<file path="config.mk">
export PLATFORM = sky130hd
export DESIGN_NAME = fust_g_issue
export DESIGN_NICKNAME = d
export VERILOG_FILES = /design/src/rtl/fust_g_issue.sv
export SDC_FILE = /design/constraint.sdc
export NUM_CORES = 1
export LEC_CHECK = 0
export BUFFER_PORTS_ARGS = -buffer_cell sky130_fd_sc_hd__buf_4
export CAP_MARGIN = 0
export CORE_ASPECT_RATIO = 1.2
export CORE_MARGIN = 1
export CORE_UTILIZATION = 50
export CTS_CLUSTER_DIAMETER = 40
export CTS_CLUSTER_SIZE = 8
export DETAILED_ROUTE_END_ITERATION = 12
export GPL_ROUTABILITY_DRIVEN = 0
export PLACE_DENSITY = 0.76
export SYNTH_ARGS = -nofsm -noshare
export SYNTH_HDL_FRONTEND = slang
export SYNTH_SLANG_ARGS = --single-unit
</file>
<file path="constraint.sdc">
create_clock -name CLK -period 1.9 [get_ports CLK]
set_input_delay 0.38 -clock CLK [delete_from_list [all_inputs] [get_ports CLK]]
set_output_delay 0.38 -clock CLK [all_outputs]
set_load 0.1 [all_outputs]
</file>
<file path="src/rtl/fust_g_issue.sv">
// FUST-G reader: holds one dispatched op, wakes its operands from the writeback bus,
// issues it to the G FU and returns a busy-clear. Optional same-cycle wakeup: FUST_G_BYPASS_EN.
module fust_g_issue #(
    parameter int OP_W    = 5,
    parameter int TAG_W   = 3,
    parameter int STALL_W = 8
) (
    input  logic               CLK,
    input  logic               nRST,
    input  logic               fust_new,
    input  logic [OP_W-1:0]    fust_op,
    input  logic               fust_t1_pend,
    input  logic [TAG_W-1:0]   fust_t1_tag,
    input  logic               fust_t2_pend,
    input  logic [TAG_W-1:0]   fust_t2_tag,
    input  logic               wb_valid,
    input  logic [TAG_W-1:0]   wb_tag,
    input  logic               flush,
    input  logic               fu_ready,
    input  logic               fu_done,
    output logic               fu_valid,
    output logic [OP_W-1:0]    fu_op,
    output logic               busy_clr,
    output logic [STALL_W-1:0] stall_cycles,
    output logic               dispatch_err,
    output logic [2:0]         dbg_state
);

    // FU handshake: an op is handed off on a rising edge where fu_valid && fu_ready;
    // fu_valid never depends on fu_ready, and a flush gates fu_valid in the same cycle.
    typedef enum logic [2:0] {IDLE, WAIT, ISSUE, EXEC, CLEAR} state_t;

    state_t             state;
    logic [OP_W-1:0]    op_q;
    logic               t1_pend_q, t2_pend_q;
    logic [TAG_W-1:0]   t1_tag_q, t2_tag_q;
    logic [STALL_W-1:0] stall_q;
    logic               busy_clr_q, err_q;

    logic new1, new2, w1, w2, opnd_rdy, new_rdy, stall_max;

    always_comb begin
        new1      = fust_t1_pend && !(wb_valid && (wb_tag == fust_t1_tag));
        new2      = fust_t2_pend && !(wb_valid && (wb_tag == fust_t2_tag));
        w1        = t1_pend_q && !(wb_valid && (wb_tag == t1_tag_q));
        w2        = t2_pend_q && !(wb_valid && (wb_tag == t2_tag_q));
        stall_max = &stall_q;
`ifdef FUST_G_BYPASS_EN
        opnd_rdy  = !w1 && !w2;
        new_rdy   = !new1 && !new2;
`else
        opnd_rdy  = !t1_pend_q && !t2_pend_q;
        new_rdy   = 1'b0;
`endif
    end

    always_ff @(posedge CLK or negedge nRST) begin
        if (!nRST) begin
            state      <= IDLE;
            op_q       <= '0;
            t1_pend_q  <= 1'b0;
            t2_pend_q  <= 1'b0;
            t1_tag_q   <= '0;
            t2_tag_q   <= '0;
            stall_q    <= '0;
            busy_clr_q <= 1'b0;
            err_q      <= 1'b0;
        end else begin
            busy_clr_q <= 1'b0;
            if (fust_new && (state != IDLE))
                err_q <= 1'b1;
            case (state)
                IDLE: begin
                    // Capture wins over a coincident flush.
                    if (fust_new) begin
                        op_q      <= fust_op;
                        t1_pend_q <= new1;
                        t2_pend_q <= new2;
                        t1_tag_q  <= fust_t1_tag;
                        t2_tag_q  <= fust_t2_tag;
                        stall_q   <= '0;
                        state     <= new_rdy ? ISSUE : WAIT;
                    end
                end
                WAIT: begin
                    if (flush) begin
                        state      <= IDLE;
                        busy_clr_q <= 1'b1;
                    end else begin
                        t1_pend_q <= w1;
                        t2_pend_q <= w2;
                        if (opnd_rdy)
                            state <= ISSUE;
                        else if (!stall_max)
                            stall_q <= stall_q + 1'b1;
                    end
                end
                ISSUE: begin
                    if (flush) begin
                        state      <= IDLE;
                        busy_clr_q <= 1'b1;
                    end else if (fu_ready) begin
                        state <= EXEC;
                    end else if (!stall_max) begin
                        stall_q <= stall_q + 1'b1;
                    end
                end
                EXEC: begin
                    if (flush || fu_done) begin
                        state      <= flush ? IDLE : CLEAR;
                        busy_clr_q <= 1'b1;
                    end
                end
                CLEAR:   state <= IDLE;
                default: state <= IDLE;
            endcase
        end
    end

    assign fu_valid     = (state == ISSUE) && !flush;
    assign fu_op        = op_q;
    assign busy_clr     = busy_clr_q;
    assign stall_cycles = stall_q;
    assign dispatch_err = err_q;
    assign dbg_state    = state;

endmodule
</file>
==> key figures <==
Finish
  – Antenna Cells: 0
  – Final net count: slightly below 200
  – Area of the multi-input gates: slightly below 700 µm²
  – P&R area growth vs syn: 28.5%
  – Commonest non-fill, non-tap cells in the layout: buf_4 (42), dfrtp_1 (16), mux2_2 (12)
  – Commonest non-fill, non-tap cell in the layout: buf_4
  – Seq. cell area: a little under 700 µm²
  – Layout cell share with drive strength beyond 1: 0.435
  – # fillers: 182

Timing
  – Final TNS setup: 0 ns
  – Final setup vio count: 0
  – Actual slew at the worst max-slew pin: around 0.32 ns
  – Hold Vio Cnt, Final: 0
  – Max-slew violations: 0
  – Max Clock Freq: 552 MHz
  – Rel. slew slack: 0.784
  – Crit share post-route: 0.953
  – Final setup margin: ~0.090 ns
  – RSZ-0062 raised after global routing: false
  – Min Clock Period, post-route: between 1.5 and 2 ns
  – Max Clock Skew: 0.00528 ns

Clock tree
  – Worst-path clk slew: ~0.13 ns
  – Worst-Skew Late Latency: 0.32 ns
  – CTS tree: built
  – CTS max path bufs: 2
  – Clock sink count: 26
  – CTS Root Cell: clkbuf_4
  – CTS buffer count: 3
  – H-tree levels: 1

Setup path
  – Largest stage delay, worst path: approximately 0.56 ns
  – Number of buffers and inverters on the critical path: 1
  – RR Startpoint: dbg_state[1]$_DFFE_PN0P_
  – Reg2Reg Setup Slack: approximately 0.12 ns
  – Crit path DAT: 1.43 ns
  – Req. time, crit path: between 1.5 and 2 ns
  – CP Class: flip-flop to output pin
  – Critical path endpoint category: output pin
  – Maximum fanout along the worst path: 9
  – CP max stage cell: dfrtp_4
  – R2R depth: 5
  – Critical path's top delay family: flip-flops
  – Worst reg2reg endpoint: stall_cycles[5]$_DFFE_PN0P_
  – Sequence of cells on the critical path: nor4_4 > buf_6
  – Crit start category: flip-flop

Detailed routing
  – First DRT Iteration DRCs: 18
  – Routed WL: 2690 µm
  – ANT nets after route: 0
  – Drt drc: 0
  – Vias/cell: 5.57
  – Vias: roughly 1,100
  – Average wire per standard cell: 13.4 µm
  – Initial DRT Pass Iterations: 4

Synthesis
  – Post-synth top area cell: dfrtp_1
  – Mapped Area: ~1400 µm²
  – Synthesis-stage register bit count: 26
  – Primary FF master, synth: dfrtp_1
  – Post-synthesis sequential area ratio: 0.467
  – Ys async rst share: 1.00
  – Post-synth cell types: 37
  – Yosys warning count: 0
  – Cells after synthesis: ~130
  – Number of synthesized flops with an enable pin: 0
  – Area share of the largest cell type after synthesis: 0.467
  – Syn_nets: about 150
  – Area contributors post-synth: dfrtp_1 (47%), mux2_2 (9.7%), xor2_1 (4.4%)
  – Mean post-synth cell area: 11.0 µm²

Floorplanning
  – Initial Utilization: 0.541
  – Row cnt: 20
  – I/O pin cnt: 42
  – Core ar.: between 2000 and 3000 µm²
  – Chip width: between 50 and 60 µm
  – Die area: ~3000 µm²
  – Die height: 59.8 µm

Placement
  – Detailed placer's ending HPWL: ~2000 µm
  – PortBufs: 41
  – Pre-CTS WS: 0.153 ns

GRT
  – GR Layer Usage met2: 0.358
  – Largest net degree at the start of global routing: 27
  – Gr busiest metal: met2
  – Vias in the first global route: around 1,100
  – Initial antenna violation count: 0
  – First-pass GRT wire length: roughly 4500 µm
  – GR Util met1: 0.236
  – Met3 Usage GRT: 0.0331
  – Total grt overflow: 0
  – Gr usage total: 0.202

Pwr
  – Max VDD drop: between 1.5 and 2 mV
  – Pwr Density: approximately 1700 nW/µm²
  – Leakage: ~0.79 nW

Outcome
  – Status: finished, final reports clean

Run
  – Max-cap violations: 0

Worst hold path
  – Hold Startpoint: fust_t2_pend
  – Worst Hold End: t2_pend_q$_DFFE_PN0P_
  – Hold path cells: 3
  – Hold WC Path Type: input pin to flip-flop
-- flip-flops by register name (all words and copies together), names as in the netlist --
name and cells:
busy_clr 1, dbg_state 3, dispatch_err 1, fu_op 5, stall_cycles 8, t1_pend_q 1
t1_tag_q 3, t2_pend_q 1, t2_tag_q 3
-- metal layers --
metal,part of all wire,up-vias
met2,0.49,35
met5,0,-
met4,0.020,0
met3,0.038,6
met1,0.45,530
li1,-,548
-- synth_stat cells, drive strengths merged (3+ instances only) --
library cell,count
o22a,4
buf,7
nor3,3
o21ai,3
nand3,7
xnor2,6
a21oi,6
o41ai,3
dfrtp,26
nand4,3
a31oi,4
mux2,12
nor2,8
xor2,7
inv,5
-- how the worst max path moves through the flow --
stage	from	end	slack (ns)	cells past startpoint
after floorplan	dbg_state[2]$_DFFE_PN0P_	fu_valid	-0.37	2
after global placement	dbg_state[1]$_DFFE_PN0P_	stall_cycles[5]$_DFFE_PN0P_	0.19	6
after detailed placement	dbg_state[1]$_DFFE_PN0P_	stall_cycles[5]$_DFFE_PN0P_	0.15	6
after CTS	dbg_state[2]$_DFFE_PN0P_	fu_valid	0.03	2
after global routing	dbg_state[0]$_DFFE_PN0P_	fu_valid	0.001	2
final	dbg_state[2]$_DFFE_PN0P_	fu_valid	0.09	2
-- worst min-delay path, stage by stage --
cell,delay [ns]
buf_4,0.08
nand3_1,0.05
o21ai_0,0.06
-- area by class of cell --
class | instances | area share
Clock buffer | 4 | 0.0203
Inverter | 5 | 0.0105
Multi-Input combinational cell | 89 | 0.381
Sequential cell | 26 | 0.377
Tap cell | 33 | 0.0230
Timing Repair Buffer | 44 | 0.188
-- where the power goes --
group	switching [mW]	internal, mW	total (mW)
Combinational	1.27	0.570	1.84
Clock	0.160	0.117	0.277
Sequential	0.204	0.777	0.981
Total	1.63	1.46	3.10
-- repair_timing --
action	in CTS	in global routing
endpoints found under the setup margin	0	1
resized for setup	0	1
hold buffers	1	0
endpoints found under the hold margin	26	0
buffers inserted	0	0
-- cell families after synthesis --
family / synth area share
and+or+nand+nor: 0.130
AOI/OAI and AO/OA: 0.154
DFF: 0.467
xor gates and xnor gates: 0.0817
muxes: 0.104
buffers and inverters: 0.0539
adders and majority gates: 0.00898
-- through the flow --
step / power (mW) / util / hold WS (ns) / instance area [µm²] / std cells
after floorplan: 2.50 / - / 0.0844 / 1450 / 127
after global placement: 2.80 / 0.676 / 0.305 / 1740 / 196
after detailed placement: 2.83 / 0.676 / 0.310 / 1740 / 196
after CTS: 3.12 / 0.694 / 0.269 / 1790 / 201
after global routing: 3.28 / 0.695 / 0.267 / 1790 / 201
final: 3.10 / 0.695 / 0.280 / 1790 / 201
Note: power is estimated with default switching activity, not from simulation.
